## src/rtl/button_event_arbiter.sv

```systemverilog
// Collects one-cycle press pulses from NUM_BTN detectors and serves them one at a time,
// in round-robin order, over a valid/ready event port with per-button overflow and lockout.
module button_event_arbiter #(
  parameter int NUM_BTN = 4,
  parameter int LOCKOUT = 16
) (
  input  logic                       clk,
  input  logic                       reset,
  input  logic [NUM_BTN-1:0]         press,
  output logic                       evt_valid,
  input  logic                       evt_ready,
  output logic [$clog2(NUM_BTN)-1:0] evt_id,
  output logic [NUM_BTN-1:0]         ovf,
  input  logic                       ovf_clr
);

  localparam int ID_W  = $clog2(NUM_BTN);
  localparam int CNT_W = (LOCKOUT > 0) ? $clog2(LOCKOUT + 1) : 1;

  typedef enum logic [0:0] {IDLE = 1'b0, OFFER = 1'b1} state_t;

  state_t             state_r, state_nx_s;
  logic [NUM_BTN-1:0] pending_r, ovf_r;
  logic [NUM_BTN-1:0] lock_mask_s, press_eff_s, clear_s, pending_nx_s, ovf_nx_s;
  logic [ID_W-1:0]    evt_id_r, rr_ptr_r, last_id_r, sel_id_s, rr_ptr_nx_s;
  logic [CNT_W-1:0]   lock_cnt_r, lock_cnt_nx_s;
  logic               sel_found_s, grant_s, handshake_s;

  // Index arithmetic modulo NUM_BTN, valid for non-power-of-two channel counts.
  function automatic logic [ID_W-1:0] wrap_add(input logic [ID_W-1:0] base, input int off);
    int sum;
    sum = int'(base) + off;
    if (sum >= NUM_BTN) begin
      sum = sum - NUM_BTN;
    end else begin
      sum = sum;
    end
    return sum[ID_W-1:0];
  endfunction

  // Round-robin search: first pending bit at or after rr_ptr, wrapping.
  always_comb begin
    sel_found_s = 1'b0;
    sel_id_s    = '0;
    for (int k = 0; k < NUM_BTN; k++) begin
      if (!sel_found_s && pending_r[wrap_add(rr_ptr_r, k)]) begin
        sel_found_s = 1'b1;
        sel_id_s    = wrap_add(rr_ptr_r, k);
      end else begin
        sel_found_s = sel_found_s;
      end
    end
  end

  // FSM next state together with the grant/handshake strobes it produces.
  always_comb begin
    state_nx_s  = state_r;
    grant_s     = 1'b0;
    handshake_s = 1'b0;
    clear_s     = '0;
    rr_ptr_nx_s = rr_ptr_r;
    case (state_r)
      IDLE: begin
        if (sel_found_s) begin
          state_nx_s        = OFFER;
          grant_s           = 1'b1;
          clear_s[sel_id_s] = 1'b1;
        end else begin
          state_nx_s = IDLE;
        end
      end
      OFFER: begin
        if (evt_ready) begin
          state_nx_s  = IDLE;
          handshake_s = 1'b1;
          rr_ptr_nx_s = wrap_add(evt_id_r, 1);
        end else begin
          state_nx_s = OFFER;
        end
      end
      default: state_nx_s = IDLE;
    endcase
  end

  // Lockout masking, pending/overflow update and lockout counter next value.
  always_comb begin
    lock_mask_s = '0;
    if (lock_cnt_r != '0) begin
      lock_mask_s[last_id_r] = 1'b1;
    end else begin
      lock_mask_s = '0;
    end
    press_eff_s  = press & ~lock_mask_s;
    // A press landing on the bit being granted this cycle is a fresh event, not an overflow.
    pending_nx_s = (pending_r & ~clear_s) | press_eff_s;
    if (ovf_clr) begin
      ovf_nx_s = press_eff_s & pending_r & ~clear_s;
    end else begin
      ovf_nx_s = ovf_r | (press_eff_s & pending_r & ~clear_s);
    end
    if (handshake_s) begin
      lock_cnt_nx_s = CNT_W'(LOCKOUT);
    end else if (lock_cnt_r != '0) begin
      lock_cnt_nx_s = lock_cnt_r - CNT_W'(1);
    end else begin
      lock_cnt_nx_s = '0;
    end
  end

  // FSM state register.
  always_ff @(posedge clk or posedge reset) begin
    if (reset) begin
      state_r <= IDLE;
    end else begin
      state_r <= state_nx_s;
    end
  end

  // Datapath registers: pending, overflow, round-robin pointer, offered id and lockout.
  always_ff @(posedge clk or posedge reset) begin
    if (reset) begin
      pending_r  <= '0;
      ovf_r      <= '0;
      rr_ptr_r   <= '0;
      evt_id_r   <= '0;
      last_id_r  <= '0;
      lock_cnt_r <= '0;
    end else begin
      pending_r  <= pending_nx_s;
      ovf_r      <= ovf_nx_s;
      rr_ptr_r   <= rr_ptr_nx_s;
      lock_cnt_r <= lock_cnt_nx_s;
      if (grant_s) begin
        evt_id_r <= sel_id_s;
      end else begin
        evt_id_r <= evt_id_r;
      end
      if (handshake_s) begin
        last_id_r <= evt_id_r;
      end else begin
        last_id_r <= last_id_r;
      end
    end
  end

  assign evt_valid = (state_r == OFFER);
  assign evt_id    = evt_id_r;
  assign ovf       = ovf_r;

endmodule

```

## config.mk

```make
export PLATFORM = sky130hd
export DESIGN_NAME = button_event_arbiter
export DESIGN_NICKNAME = d
export VERILOG_FILES = /design/src/rtl/button_event_arbiter.sv
export SDC_FILE = /design/constraint.sdc
export NUM_CORES = 1
export LEC_CHECK = 0
export CAP_MARGIN = 15
export CELL_PAD_IN_SITES_DETAIL_PLACEMENT = 0
export CELL_PAD_IN_SITES_GLOBAL_PLACEMENT = 1
export CORE_MARGIN = 5
export CORE_UTILIZATION = 37
export CTS_CLUSTER_SIZE = 12
export DETAILED_ROUTE_END_ITERATION = 8
export GPL_TIMING_DRIVEN = 1
export PLACE_DENSITY = 0.72
export SLEW_MARGIN = 10
export SYNTH_ARGS = -nofsm -noshare
export SYNTH_HDL_FRONTEND = slang
export SYNTH_SLANG_ARGS = --single-unit
```

## constraint.sdc

```tcl
create_clock -name clk -period 1.6 [get_ports clk]
set_input_delay 0.32 -clock clk [delete_from_list [all_inputs] [get_ports clk]]
set_output_delay 0.32 -clock clk [all_outputs]
set_load 0.005 [all_outputs]
```

==> key figures <==
Yosys
  – Post-synthesis net count: between 100 and 150
  – Post-synth cell types: 42
  – Yosys Warn Count: 0
  – Commonest cells in the netlist: dfrtp_1, inv_1, nor2_1
  – Yosys top cell by area: dfrtp_1
  – Mean area per synthesized cell: around 10 µm²
  – Post-synth EDFFs: 0
  – Syn Inst Count: roughly 110
  – Async SR Flop Fraction: between 90% and 100%
  – Top FF cell, synth: dfrtp_1
  – Share of the synthesized area in the top cell type: about 47%
  – Dominant cell by count in the synthesized netlist: dfrtp_1
  – FF+latch count, synth: 20
  – Top cells by area, synth: dfrtp_1, inv_1, a21oi_1, nor2_1, nand2_1
  – Register area share after synthesis: a little under half
  – Cell area after synthesis: approximately 1100 µm²

Timing
  – Min cycle time layout: 1.53 ns
  – Worst Max-Slew Pin Slew: approximately 0.32 ns
  – Crit share post-route: 95.9%
  – Setup violators final: 0
  – Fin. max-slew vios: 0
  – WHS: around 0.32 ns
  – Rel. slew slack: between 70 and 80%
  – Achievable frequency: 652 MHz
  – Worst Skew: between 0.008 and 0.009 ns
  – Fin. Hold Viols: 0
  – Setup slack after layout: 0.0658 ns

Floorplanning
  – Area of the die: between 4000 and 5000 µm²
  – Initial core utilization: 38.7%
  – Die W: between 60 and 70 µm
  – Die Ht: ~64 µm
  – Row cnt: 19
  – I/O pin total: 15
  – Core box area: between 2000 and 3000 µm²

Clocking
  – CTS Hold Bufs: 0
  – Clk buf depth: 2
  – Reg clk slew, reported paths: 0.13 ns
  – CTS tree: done
  – Sink Count: 20
  – CTS root buf: clkbuf_4
  – CTS Buf Count: 3
  – Clk_lat worst skew: 0.30 ns
  – H-tree depth: 1

Placement
  – DP Cell Count: 160
  – Buffers on Ports: 14
  – DPL Wire Length: roughly 1900 µm
  – Pre-CTS WS: 0.0120 ns
  – GPL Wtd Cong: 0.794

Critical path
  – Slowest library cell on the worst path: dfrtp_2
  – CP required: 1.78 ns
  – Critical path's largest stage delay: 0.48 ns
  – Critical Path Source Type: flip-flop
  – Crit Path Category: reg -> reg
  – Max FO, Critical Path: 6
  – Worst path buffer plus inverter count: 1
  – Crit-path leading delay family: flip-flops
  – Critical path, cell by cell: buf_4, mux2i_2, nor2_2, o41ai_4, o22ai_1
  – Crit. End Element: flip-flop
  – CP arrival: between 1.5 and 2 ns

Routing
  – Via-per-instance ratio: between 5 and 6
  – Antenna viol nets, final: 0
  – Via count: slightly below 900
  – Final WL: 2450 µm
  – Drc violations: 0
  – DR pass1 iterations: 4
  – 1st-iter DRT viols: 42
  – Post-DR wirelength/cell: ~15 µm

Job
  – Number of max-cap violations: 0

Pwr
  – Sequential power share: a little over a third
  – Cell Pwr Density: about 1800 nW/µm²
  – Net Sw Frac: 35.9%
  – Peak VDD IR: ~0.0012 V
  – Internal: between 0.0015 and 0.002 W
  – Leak: 0.634 nW
  – Switch Pwr: approximately 0.00093 W
  – Clock Power Share: between 10% and 20%
  – Combinational share of power: a little under half

Status
  – Status: finished, final reports clean

Cells and area
  – Fin nets: approximately 150
  – Synthesis-to-layout area growth: 32.9%
  – Final Util: between 50% and 60%
  – Final Instance Count excl. Fillers: 167
  – N_diodes: 0
  – Layout cells sized above 1: roughly 29%

GRT
  – Vias in the first global route: approximately 880
  – Antenna violations before repair: 0
  – Largest net degree at the start of global routing: 21
  – Total GRT Usage: roughly an eighth
  – Gr ovfl total: 0
  – First-pass GRT wire length: about 4100 µm

Min path
  – Worst hold path type: in -> async
cells by family after synthesis:
group	Yosys count	synth area share (%)
muxes	3	3.02
and+or+nand+nor	36	18.6
AOI/OAI and AO/OA	30	20.6
buffers and inverters	13	6.51
xor gates and xnor gates	3	2.44
DFF	20	46.5
adders and majority gates	2	2.33
cell usage in the layout, fill, tap and decap left out, types with 2 or more instances in the layout:
cell type        instances
dfrtp_1                 17
clkbuf_4                 3
o31a_1                   3
clkdlybuf4s50_1         13
a31oi_1                  4
nand2_1                  7
nor2_1                   7
a21o_1                   2
a21oi_1                  5
nand4_1                  2
or2_2                    2
nor2b_1                  4
xnor2_1                  3
mux2_2                   2
inv_1                    9
ha_1                     2
nand3_1                  3
dfrtp_2                  3
buf_4                   15
o21ai_0                  2
nor3_1                   2
metrics by stage:
step	instance area [µm²]	power [W]	TNS (ns)
after global placement	1310	0.00202	0
after global routing	1430	0.00279	-0.0275
after detailed placement	1310	0.00204	0
after floorplan	1080	0.00162	0
after CTS	1390	0.00251	0
final	1430	0.00258	0
worst register-to-register path: cells and delay by family (launching register included):
kind | cells | cell delay, ns
flip-flops | 1 | 0.48
AO/OA/AOI/OAI | 2 | 0.48
multiplexers | 1 | 0.20
buffers and inverters | 1 | 0.17
AND/OR/NAND/NOR | 1 | 0.09
sequential cells by signal, indices dropped and copies added (netlist names):
name        cells
evt_id          2
ovf             4
lock_cnt_r      5
pending_r       4
evt_valid       1
last_id_r       2
rr_ptr_r        2
per-layer routing:
metal | wire length, µm | track usage [%] | vias to the layer above | part of all wire, %
met2 | 1260 | 21.9 | 8 | 52
met4 | 0 | 3.12 | 0 | 0
met5 | 0 | 0 | - | 0
met3 | 43 | 2.10 | 0 | 1.8
li1 | - | - | 436 | -
met1 | 1140 | 16.3 | 431 | 47
final timing paths:
kind | start | to | slack [ns] | depth (start not counted)
max in group asynchronous | reset | evt_valid$_DFF_PP0_ | 1.06 | 3
worst min-delay path | reset | pending_r[2]$_DFF_PP0_ | 0.32 | 3
min in group clk | lock_cnt_r[0]$_DFF_PP0_ | lock_cnt_r[0]$_DFF_PP0_ | 0.53 | 2
worst max-delay path | pending_r[0]$_DFF_PP0_ | ovf[3]$_DFF_PP0_ | 0.07 | 5
worst min register to register | lock_cnt_r[0]$_DFF_PP0_ | lock_cnt_r[0]$_DFF_PP0_ | 0.53 | 2
worst max register to register | pending_r[0]$_DFF_PP0_ | ovf[3]$_DFF_PP0_ | 0.07 | 5
layout make-up:
class,instances,area [µm²]
fillers,261,1350
multi-input cells,74,549
flip-flops and latches,20,504
repair buffers,29,251
well taps,31,38.8
inverters,9,33.8
clock inverters,1,30.0
clock buffers,3,22.5
power groups by stage:
stage          Combinational [W]  Clock, W  Sequential [W]
6_report                 0.00123  0.000418        0.000930
2_1_floorplan           0.000744         0        0.000879
4_1_cts                  0.00117  0.000432        0.000906
5_1_grt                  0.00138  0.000453        0.000963
3_3_place_gp             0.00108         0        0.000936
3_5_place_dp             0.00110         0        0.000936
what timing repair did:
action                                  CTS  global route
setup buffers                             3             0
endpoints found under the setup margin    4             7
gates cloned                              0             0
pin swaps                                 0             1
hold endpoints to repair                  0             0
resized for setup                         3             9
Power figures use the tool's default switching activity.
